===== config.mk =====
export PLATFORM = sky130hd
export DESIGN_NAME = bip_alu_seq
export DESIGN_NICKNAME = d
export VERILOG_FILES = /design/src/rtl/bip_alu_pkg.sv /design/src/rtl/bip_alu_mul.sv /design/src/rtl/bip_alu_seq.sv
export SDC_FILE = /design/constraint.sdc
export NUM_CORES = 1
export LEC_CHECK = 0
export BUFFER_PORTS_ARGS = -buffer_cell sky130_fd_sc_hd__buf_2
export CAP_MARGIN = 15
export CORE_MARGIN = 3
export CORE_UTILIZATION = 48
export CTS_CLUSTER_SIZE = 14
export DETAILED_ROUTE_END_ITERATION = 8
export GPL_ROUTABILITY_DRIVEN = 0
export PLACE_DENSITY = 0.7
export SKIP_CTS_REPAIR_TIMING = 1
export SLEW_MARGIN = 20
export SYNTH_ARGS = -nofsm -noshare
export SYNTH_HDL_FRONTEND = slang
export SYNTH_SLANG_ARGS = --single-unit

===== constraint.sdc =====
create_clock -name clk -period 4.4 [get_ports clk]
set_input_delay 0.44 -clock clk [delete_from_list [all_inputs] [get_ports clk]]
set_output_delay 0.44 -clock clk [all_outputs]
set_load 0.03 [all_outputs]

===== src/rtl/bip_alu_pkg.sv =====
// bip_alu_pkg: shared definitions for the sequential BIP ALU.
//   - opcode encodings (OP_SUB..OP_MUL)
//   - control state encoding (ST_IDLE, ST_MUL)
//   - bit indices into the registered flag vector
package bip_alu_pkg;

  localparam logic [2:0] OP_SUB = 3'b000;
  localparam logic [2:0] OP_ADD = 3'b001;
  localparam logic [2:0] OP_AND = 3'b010;
  localparam logic [2:0] OP_OR  = 3'b011;
  localparam logic [2:0] OP_XOR = 3'b100;
  localparam logic [2:0] OP_SRL = 3'b101;
  localparam logic [2:0] OP_SRA = 3'b110;
  localparam logic [2:0] OP_MUL = 3'b111;

  typedef enum logic {
    ST_IDLE = 1'b0,
    ST_MUL  = 1'b1
  } state_t;

  localparam int FLG_ZERO  = 0;
  localparam int FLG_NEG   = 1;
  localparam int FLG_CARRY = 2;
  localparam int FLG_OVF   = 3;
  localparam int FLG_NUM   = 4;

endpackage


===== src/rtl/bip_alu_mul.sv =====
// bip_alu_mul: iterative unsigned shift-add multiplier, one multiplier bit
// per clock, DATA_W clocks per product.
// Ports:
//   clk, reset  : clock, synchronous active-high reset (aborts a product)
//   start       : latch a/b and begin; ignored by design while busy is
//                 guaranteed by the caller
//   a, b        : operands
//   done        : high during the final iteration cycle
//   product     : full 2*DATA_W product, valid while done is high
module bip_alu_mul #(
  parameter int DATA_W = 16
) (
  input  logic                  clk,
  input  logic                  reset,
  input  logic                  start,
  input  logic [DATA_W-1:0]     a,
  input  logic [DATA_W-1:0]     b,
  output logic                  done,
  output logic [2*DATA_W-1:0]   product
);

  localparam int SH_W = $clog2(DATA_W);

  logic                busy;
  logic [SH_W-1:0]     cnt;
  logic [2*DATA_W-1:0] mcand;
  logic [DATA_W-1:0]   mplier;
  logic [2*DATA_W-1:0] acc;

  // product is the accumulator after this cycle's partial product, so the
  // caller can register the final value on the same edge that ends busy.
  assign product = acc + (mplier[0] ? mcand : '0);
  assign done    = busy && (cnt == SH_W'(DATA_W - 1));

  always_ff @(posedge clk) begin
    if (reset) begin
      busy   <= 1'b0;
      cnt    <= '0;
      mcand  <= '0;
      mplier <= '0;
      acc    <= '0;
    end else if (start) begin
      busy   <= 1'b1;
      cnt    <= '0;
      mcand  <= {{DATA_W{1'b0}}, a};
      mplier <= b;
      acc    <= '0;
    end else if (busy) begin
      acc    <= product;
      mcand  <= mcand << 1;
      mplier <= mplier >> 1;
      cnt    <= cnt + 1'b1;
      if (done) busy <= 1'b0;
    end
  end

endmodule


===== src/rtl/bip_alu_seq.sv =====
// bip_alu_seq: sequential BIP ALU with valid/ready request handshake and a
// registered result plus zero/negative/carry/overflow flags.
// Build option: define BIP_ALU_MUL_EN to build the iterative multiplier for
// opcode 111; otherwise opcode 111 returns 0 in one cycle.
// Ports:
//   clk, reset        : clock, synchronous active-high reset
//   i_valid, o_ready  : request handshake, accept = i_valid && o_ready
//   i_op, i_a, i_b    : opcode and operands, sampled at accept
//   o_valid           : one-cycle result pulse (no backpressure)
//   o_result          : result, held until the next completion
//   o_zero, o_neg, o_carry, o_ovf : status flags for o_result
module bip_alu_seq
  import bip_alu_pkg::*;
#(
  parameter int DATA_W = 16,
  localparam int SH_W  = $clog2(DATA_W)
) (
  input  logic              clk,
  input  logic              reset,
  input  logic              i_valid,
  output logic              o_ready,
  input  logic [2:0]        i_op,
  input  logic [DATA_W-1:0] i_a,
  input  logic [DATA_W-1:0] i_b,
  output logic              o_valid,
  output logic [DATA_W-1:0] o_result,
  output logic              o_zero,
  output logic              o_neg,
  output logic              o_carry,
  output logic              o_ovf
);

  localparam int MSB = DATA_W - 1;

  logic accept;
  assign accept = i_valid && o_ready;

  // ---- single-cycle datapath ----
  logic [DATA_W:0]   sum_ext, dif_ext;
  logic [SH_W-1:0]   sh;
  logic [DATA_W-1:0] alu_res;
  logic              alu_c, alu_v;

  assign sum_ext = {1'b0, i_a} + {1'b0, i_b};
  assign dif_ext = {1'b0, i_a} - {1'b0, i_b};
  assign sh      = i_b[SH_W-1:0];

  always_comb begin
    alu_res = '0;
    alu_c   = 1'b0;
    alu_v   = 1'b0;
    case (i_op)
      OP_SUB: begin
        alu_res = dif_ext[MSB:0];
        alu_c   = ~dif_ext[DATA_W];  // no borrow: A >= B
        alu_v   = (i_a[MSB] ^ i_b[MSB]) & (dif_ext[MSB] ^ i_a[MSB]);
      end
      OP_ADD: begin
        alu_res = sum_ext[MSB:0];
        alu_c   = sum_ext[DATA_W];
        alu_v   = ~(i_a[MSB] ^ i_b[MSB]) & (sum_ext[MSB] ^ i_a[MSB]);
      end
      OP_AND:  alu_res = i_a & i_b;
      OP_OR:   alu_res = i_a | i_b;
      OP_XOR:  alu_res = i_a ^ i_b;
      OP_SRL:  alu_res = i_a >> sh;
      OP_SRA:  alu_res = $unsigned($signed(i_a) >>> sh);
      default: alu_res = '0;  // OP_MUL without multiplier: zero result
    endcase
  end

  // ---- completion source select ----
  logic              ld;
  logic [DATA_W-1:0] ld_res;
  logic              ld_c, ld_v;

`ifdef BIP_ALU_MUL_EN
  logic                mul_start, mul_done;
  logic [2*DATA_W-1:0] mul_prod;
  state_t              state_q, state_d;

  assign mul_start = accept && (i_op == OP_MUL);

  bip_alu_mul #(.DATA_W(DATA_W)) u_mul (
    .clk     (clk),
    .reset   (reset),
    .start   (mul_start),
    .a       (i_a),
    .b       (i_b),
    .done    (mul_done),
    .product (mul_prod)
  );

  always_ff @(posedge clk) begin
    if (reset) state_q <= ST_IDLE;
    else       state_q <= state_d;
  end

  always_comb begin
    state_d = state_q;
    case (state_q)
      ST_IDLE: if (mul_start) state_d = ST_MUL;
      ST_MUL:  if (mul_done)  state_d = ST_IDLE;
      default: state_d = ST_IDLE;
    endcase
  end

  assign o_ready = (state_q == ST_IDLE);

  // accept and mul_done never coincide: o_ready is low while multiplying
  always_comb begin
    ld     = (accept && !mul_start) || mul_done;
    ld_res = mul_done ? mul_prod[MSB:0] : alu_res;
    ld_c   = mul_done ? 1'b0 : alu_c;
    ld_v   = mul_done ? (|mul_prod[2*DATA_W-1:DATA_W]) : alu_v;
  end
`else
  assign o_ready = 1'b1;

  always_comb begin
    ld     = accept;
    ld_res = alu_res;
    ld_c   = alu_c;
    ld_v   = alu_v;
  end
`endif

  // ---- output registers ----
  logic [FLG_NUM-1:0] flags_q;

  always_ff @(posedge clk) begin
    if (reset) begin
      o_valid  <= 1'b0;
      o_result <= '0;
      flags_q  <= '0;
    end else begin
      o_valid <= ld;
      if (ld) begin
        o_result           <= ld_res;
        flags_q[FLG_ZERO]  <= (ld_res == '0);
        flags_q[FLG_NEG]   <= ld_res[MSB];
        flags_q[FLG_CARRY] <= ld_c;
        flags_q[FLG_OVF]   <= ld_v;
      end
    end
  end

  assign o_zero  = flags_q[FLG_ZERO];
  assign o_neg   = flags_q[FLG_NEG];
  assign o_carry = flags_q[FLG_CARRY];
  assign o_ovf   = flags_q[FLG_OVF];

endmodule


# Word-level counts from Yosys, hierarchy flattened
# Index checks and enable logic that the tools add are counted.
# totals
regBits	21
inputBits	38
out_inout_bits	22
wordCells	28
# op_classes
n_addsub	2
eq_ne	6
shift	2
n_mux	3
bitwise_logic	10
reduce_logical	2
# op_table
op	count
one-hot mux 16 bit (7 select lines)	1
adder 16 x 16 -> 17 bit	1
subtractor 16 x 16 -> 17 bit	1
AND 16 bit	1
zero test 16 bit	1
OR 16 bit	1
>> shifter 16 x 4 -> 16 bit	1
>>> shifter 16 x 4 -> 16 bit	1
bitwise XOR 16 bit	1
== test 3 bit (second input constant)	3
== test 3 x 2 -> 1 bit (second input constant)	2
one-hot mux 1 bit (2 select lines)	2
== test 3 x 1 -> 1 bit (second input constant)	1
zero test 3 bit	1
bitwise XOR 1 bit	3
AND 1 bit	2
inverter 1 bit	2

# Depth between registers and ports, before layout
# logic_depth
ltp_word	4
ltp_mapped	14
mapped_depth_nobuf	12

# Least setup slack after synthesis
# Ideal clock, no wire load.
# synth_path
kind	input -> register
start	input port i_b[2]
end	register flags_q[0]
setup_time_ps	116
arrival_ps	3253
required_time_ps	4284
slack_ps	1031
stages	14
n_path_buf	3
path_cell_list	buf_2 -> inv_1 -> buf_1 -> ha_1 -> buf_2 -> a211oi_2 -> o21ai_1 -> and3_1 -> o22a_1 -> or4_1 -> a32o_1 -> nand4_1 -> nor4b_1 -> a31o_1
# synth_via
elab_chain_len	3
word_cells_on_any_way	9
cone_classes	add/sub (2); shift (2); mux (1); bitwise (3); reduce/logical (1)
# synth_lines
element	line_no	text
start: declaration	bip_alu_seq.sv:24	input logic [DATA_W-1:0] i_b,
adder 16 x 16 -> 17 bit, or another cell as far along	bip_alu_seq.sv:44	assign sum_ext = {1'b0, i_a} + {1'b0, i_b};
one-hot mux 16 bit (7 select lines) *	bip_alu_seq.sv:52	case (i_op)
zero test 16 bit *	bip_alu_seq.sv:140	flags_q[FLG_ZERO] <= (ld_res == '0);
end signal: indexed assignment	bip_alu_seq.sv:140	
end signal: indexed assignment	bip_alu_seq.sv:141	flags_q[FLG_NEG] <= ld_res[MSB];
end signal: indexed assignment	bip_alu_seq.sv:142	flags_q[FLG_CARRY] <= ld_c;
end: declaration	bip_alu_seq.sv:129	logic [FLG_NUM-1:0] flags_q;
# Mark *: on every way between the ends. The rest lies on a longest branch, timed or not.
# A chain may end at the register's enable or synchronous reset.

# Worst setup path after layout
# Ends and elaborated chain as after synthesis.

==> results.tsv <==
metric	value	unit
critPathArrivalTime	3.83	ns
dp_slack	0.583	ns
synth_common_cells	49 x ha_1, 44 x nor2_1, 43 x inv_1, 36 x nand2_1, 27 x a21oi_1	
avgSynthCellArea	7.64	sq um
synthesis.nets	639	
maxCapViolations	0	
grt_pass1_wl	22200	microns
max_slew_margin	0.574	
hold_ws	0.471	ns
clkLatencyLatePin	0.25	ns
min_period	3.63	ns
grtUsageTotal	0.272	
drt-initial-drc-count	583	
post_dp_cell_area	4450	sq um
worst_pin_slew	0.637	ns
antenna_cells	0	
viasPerCell	6.74	
synth_edf_count	0	
cts_root_buf	clkbuf_8	
ys.flop_type	dfxtp_1	
grt_overflow_total	0	
wire_per_inst	20.1	microns
grt_use_met1	0.404	
fp.coreArea	8340	sq um
ys_seq_area_frac	0.0953	
synthCells	550	
cts_tree	built	
grt_pass1_vias	4139	
wirelength	13600	microns
period_share	0.825	
drive_above_1_share	0.180	
ys_ff_latch	20	
htree_levels	1	
run_status	finished, final reports clean	
antenna_found_initial	0	
yosysMostFrequentCell	ha_1	
criticalPathCategory	input pin to flip-flop	
num_vias	4561	
drt_pass1_iterations	6	
cts_inserted_buffers	3	
grt_max_degree	34	
final_max_slew_viol_count	0	
seqCellArea	400	sq um
finalClockSkew	0	ns
rsz0062_at_grt	false	
stdcell_count	677	
ir_drop	92.0	uV
ant_nets	0	
clock_path_buffers	2	
synth_area_leaders	ha_1 15%, dfxtp_1 9.5%, mux4_2 8.0%, nor2_1 3.9%, inv_1 3.8%	
drc	0	
gr-usage-met3	0.0484	
grtUsageMet2	0.395	
row_count	33	
p_leak	1.93	nW
fmax	276	MHz
setup_ws	0.771	ns
critPathLaunchType	input pin	
setup_tns	0	ns
cts.sinks	20	
syn_to_final_growth	7.30	%
synth_top_area_frac	0.146	
holdCritPathClass	flip-flop to flip-flop	
power	0.873	mW
power_density	194	nW/um^2
final_core_util	0.541	
multi_input_area	3410	sq um
critPathCaptureType	flip-flop	
hold_viol	0	
critPathMaxFanout	20	
ys_warn_count	0	
final_area	4510	sq um
synth_largest_area_cell	ha_1	
io_buffers	58	
busiest_layer	met1	
nets	662	
ys_types	85	
worst_ep_required_time	4.60	ns
netlist_area	4200	sq um
setup_violations	0	
die_h	99.6	microns
clk_pin_slew	0.07	ns
ys_async_sr_fraction	0	
dpl.hpwl	10700	microns
die_area	9910	sq um
die_w	99.6	microns
pin_count	60	
dp_cells	673	
num-fill-cells	827	
initial_core_util	0.504	
==> cell families (layout without fill, tap and decap cells) <==
kind of cell | count (synthesis) | count (layout) | synth area share
fa+ha+maj | 51 | 51 | 0.155
xor+xnor | 9 | 9 | 0.0188
simple gates | 174 | 174 | 0.211
buf+inv | 92 | 114 | 0.0923
other cells | 1 | 1 | 0.000893
flops | 20 | 20 | 0.0953
compound gates | 171 | 171 | 0.305
mux | 32 | 32 | 0.122
==> critical path, stage by stage <==
cell and delay (ns):
buf_2 0.34, inv_1 0.34, ha_1 0.55, o21bai_1 0.19, a2111oi_4 0.36, nor3_2 0.11, o41ai_2 0.47, o311a_1 0.23
a32o_1 0.19, nand4_1 0.11, nor4b_1 0.31, a31o_1 0.18
==> state kept, by name, indices dropped and copies added, names as in the netlist <==
name and flops:
o_result 15, flags_q 4, o_valid 1
==> final cells by class <==
type	count	share of cell area
tap	105	0.0291
sequential	20	0.0888
timing repair buffer	64	0.0744
multi-input combinational	438	0.757
inverter	46	0.0383
clock buffer	4	0.0122
==> worst paths after layout <==
| path | slack, ns | cells past startpoint | to | startpoint |
|---|---|---|---|---|
| setup / recovery | 0.77 | 12 | flags_q[0] | i_b[2] |
| hold reg to reg | 0.47 | 2 | flags_q[3] | flags_q[3] |
| hold / removal | 0.47 | 2 | flags_q[3] | flags_q[3] |
| setup reg to reg | 3.64 | 2 | flags_q[0] | flags_q[0] |
==> layout by cell type, fill, tap and decap left out, types with 8 or more instances in the layout <==
| master | count |
|---|---|
| a211oi_1 | 15 |
| a21oi_1 | 27 |
| a22oi_1 | 11 |
| buf_2 | 58 |
| dfxtp_1 | 20 |
| ha_1 | 49 |
| inv_1 | 43 |
| mux2i_1 | 14 |
| mux4_2 | 15 |
| nand2_1 | 36 |
| nand3_1 | 16 |
| nand4_1 | 11 |
| nor2_1 | 44 |
| nor2b_1 | 9 |
| nor3_1 | 17 |
| o21ai_0 | 18 |
| o21ai_1 | 8 |
| o22ai_1 | 9 |
==> power breakdown <==
group	internal, mW	leakage [nW]	switching (mW)
sequential	0.195	0.165	0.00651
clock	0.0795	0.0288	0.0558
combinational	0.198	1.74	0.338
total	0.473	1.93	0.400
==> layer usage <==
layer  wire (microns)  vias up
li1                 -     2106
met2             5850      315
met3             1560       39
met1             5730     2101
met4              442        0
met5                0        -
No activity file was read; power rests on OpenSTA's default activity.
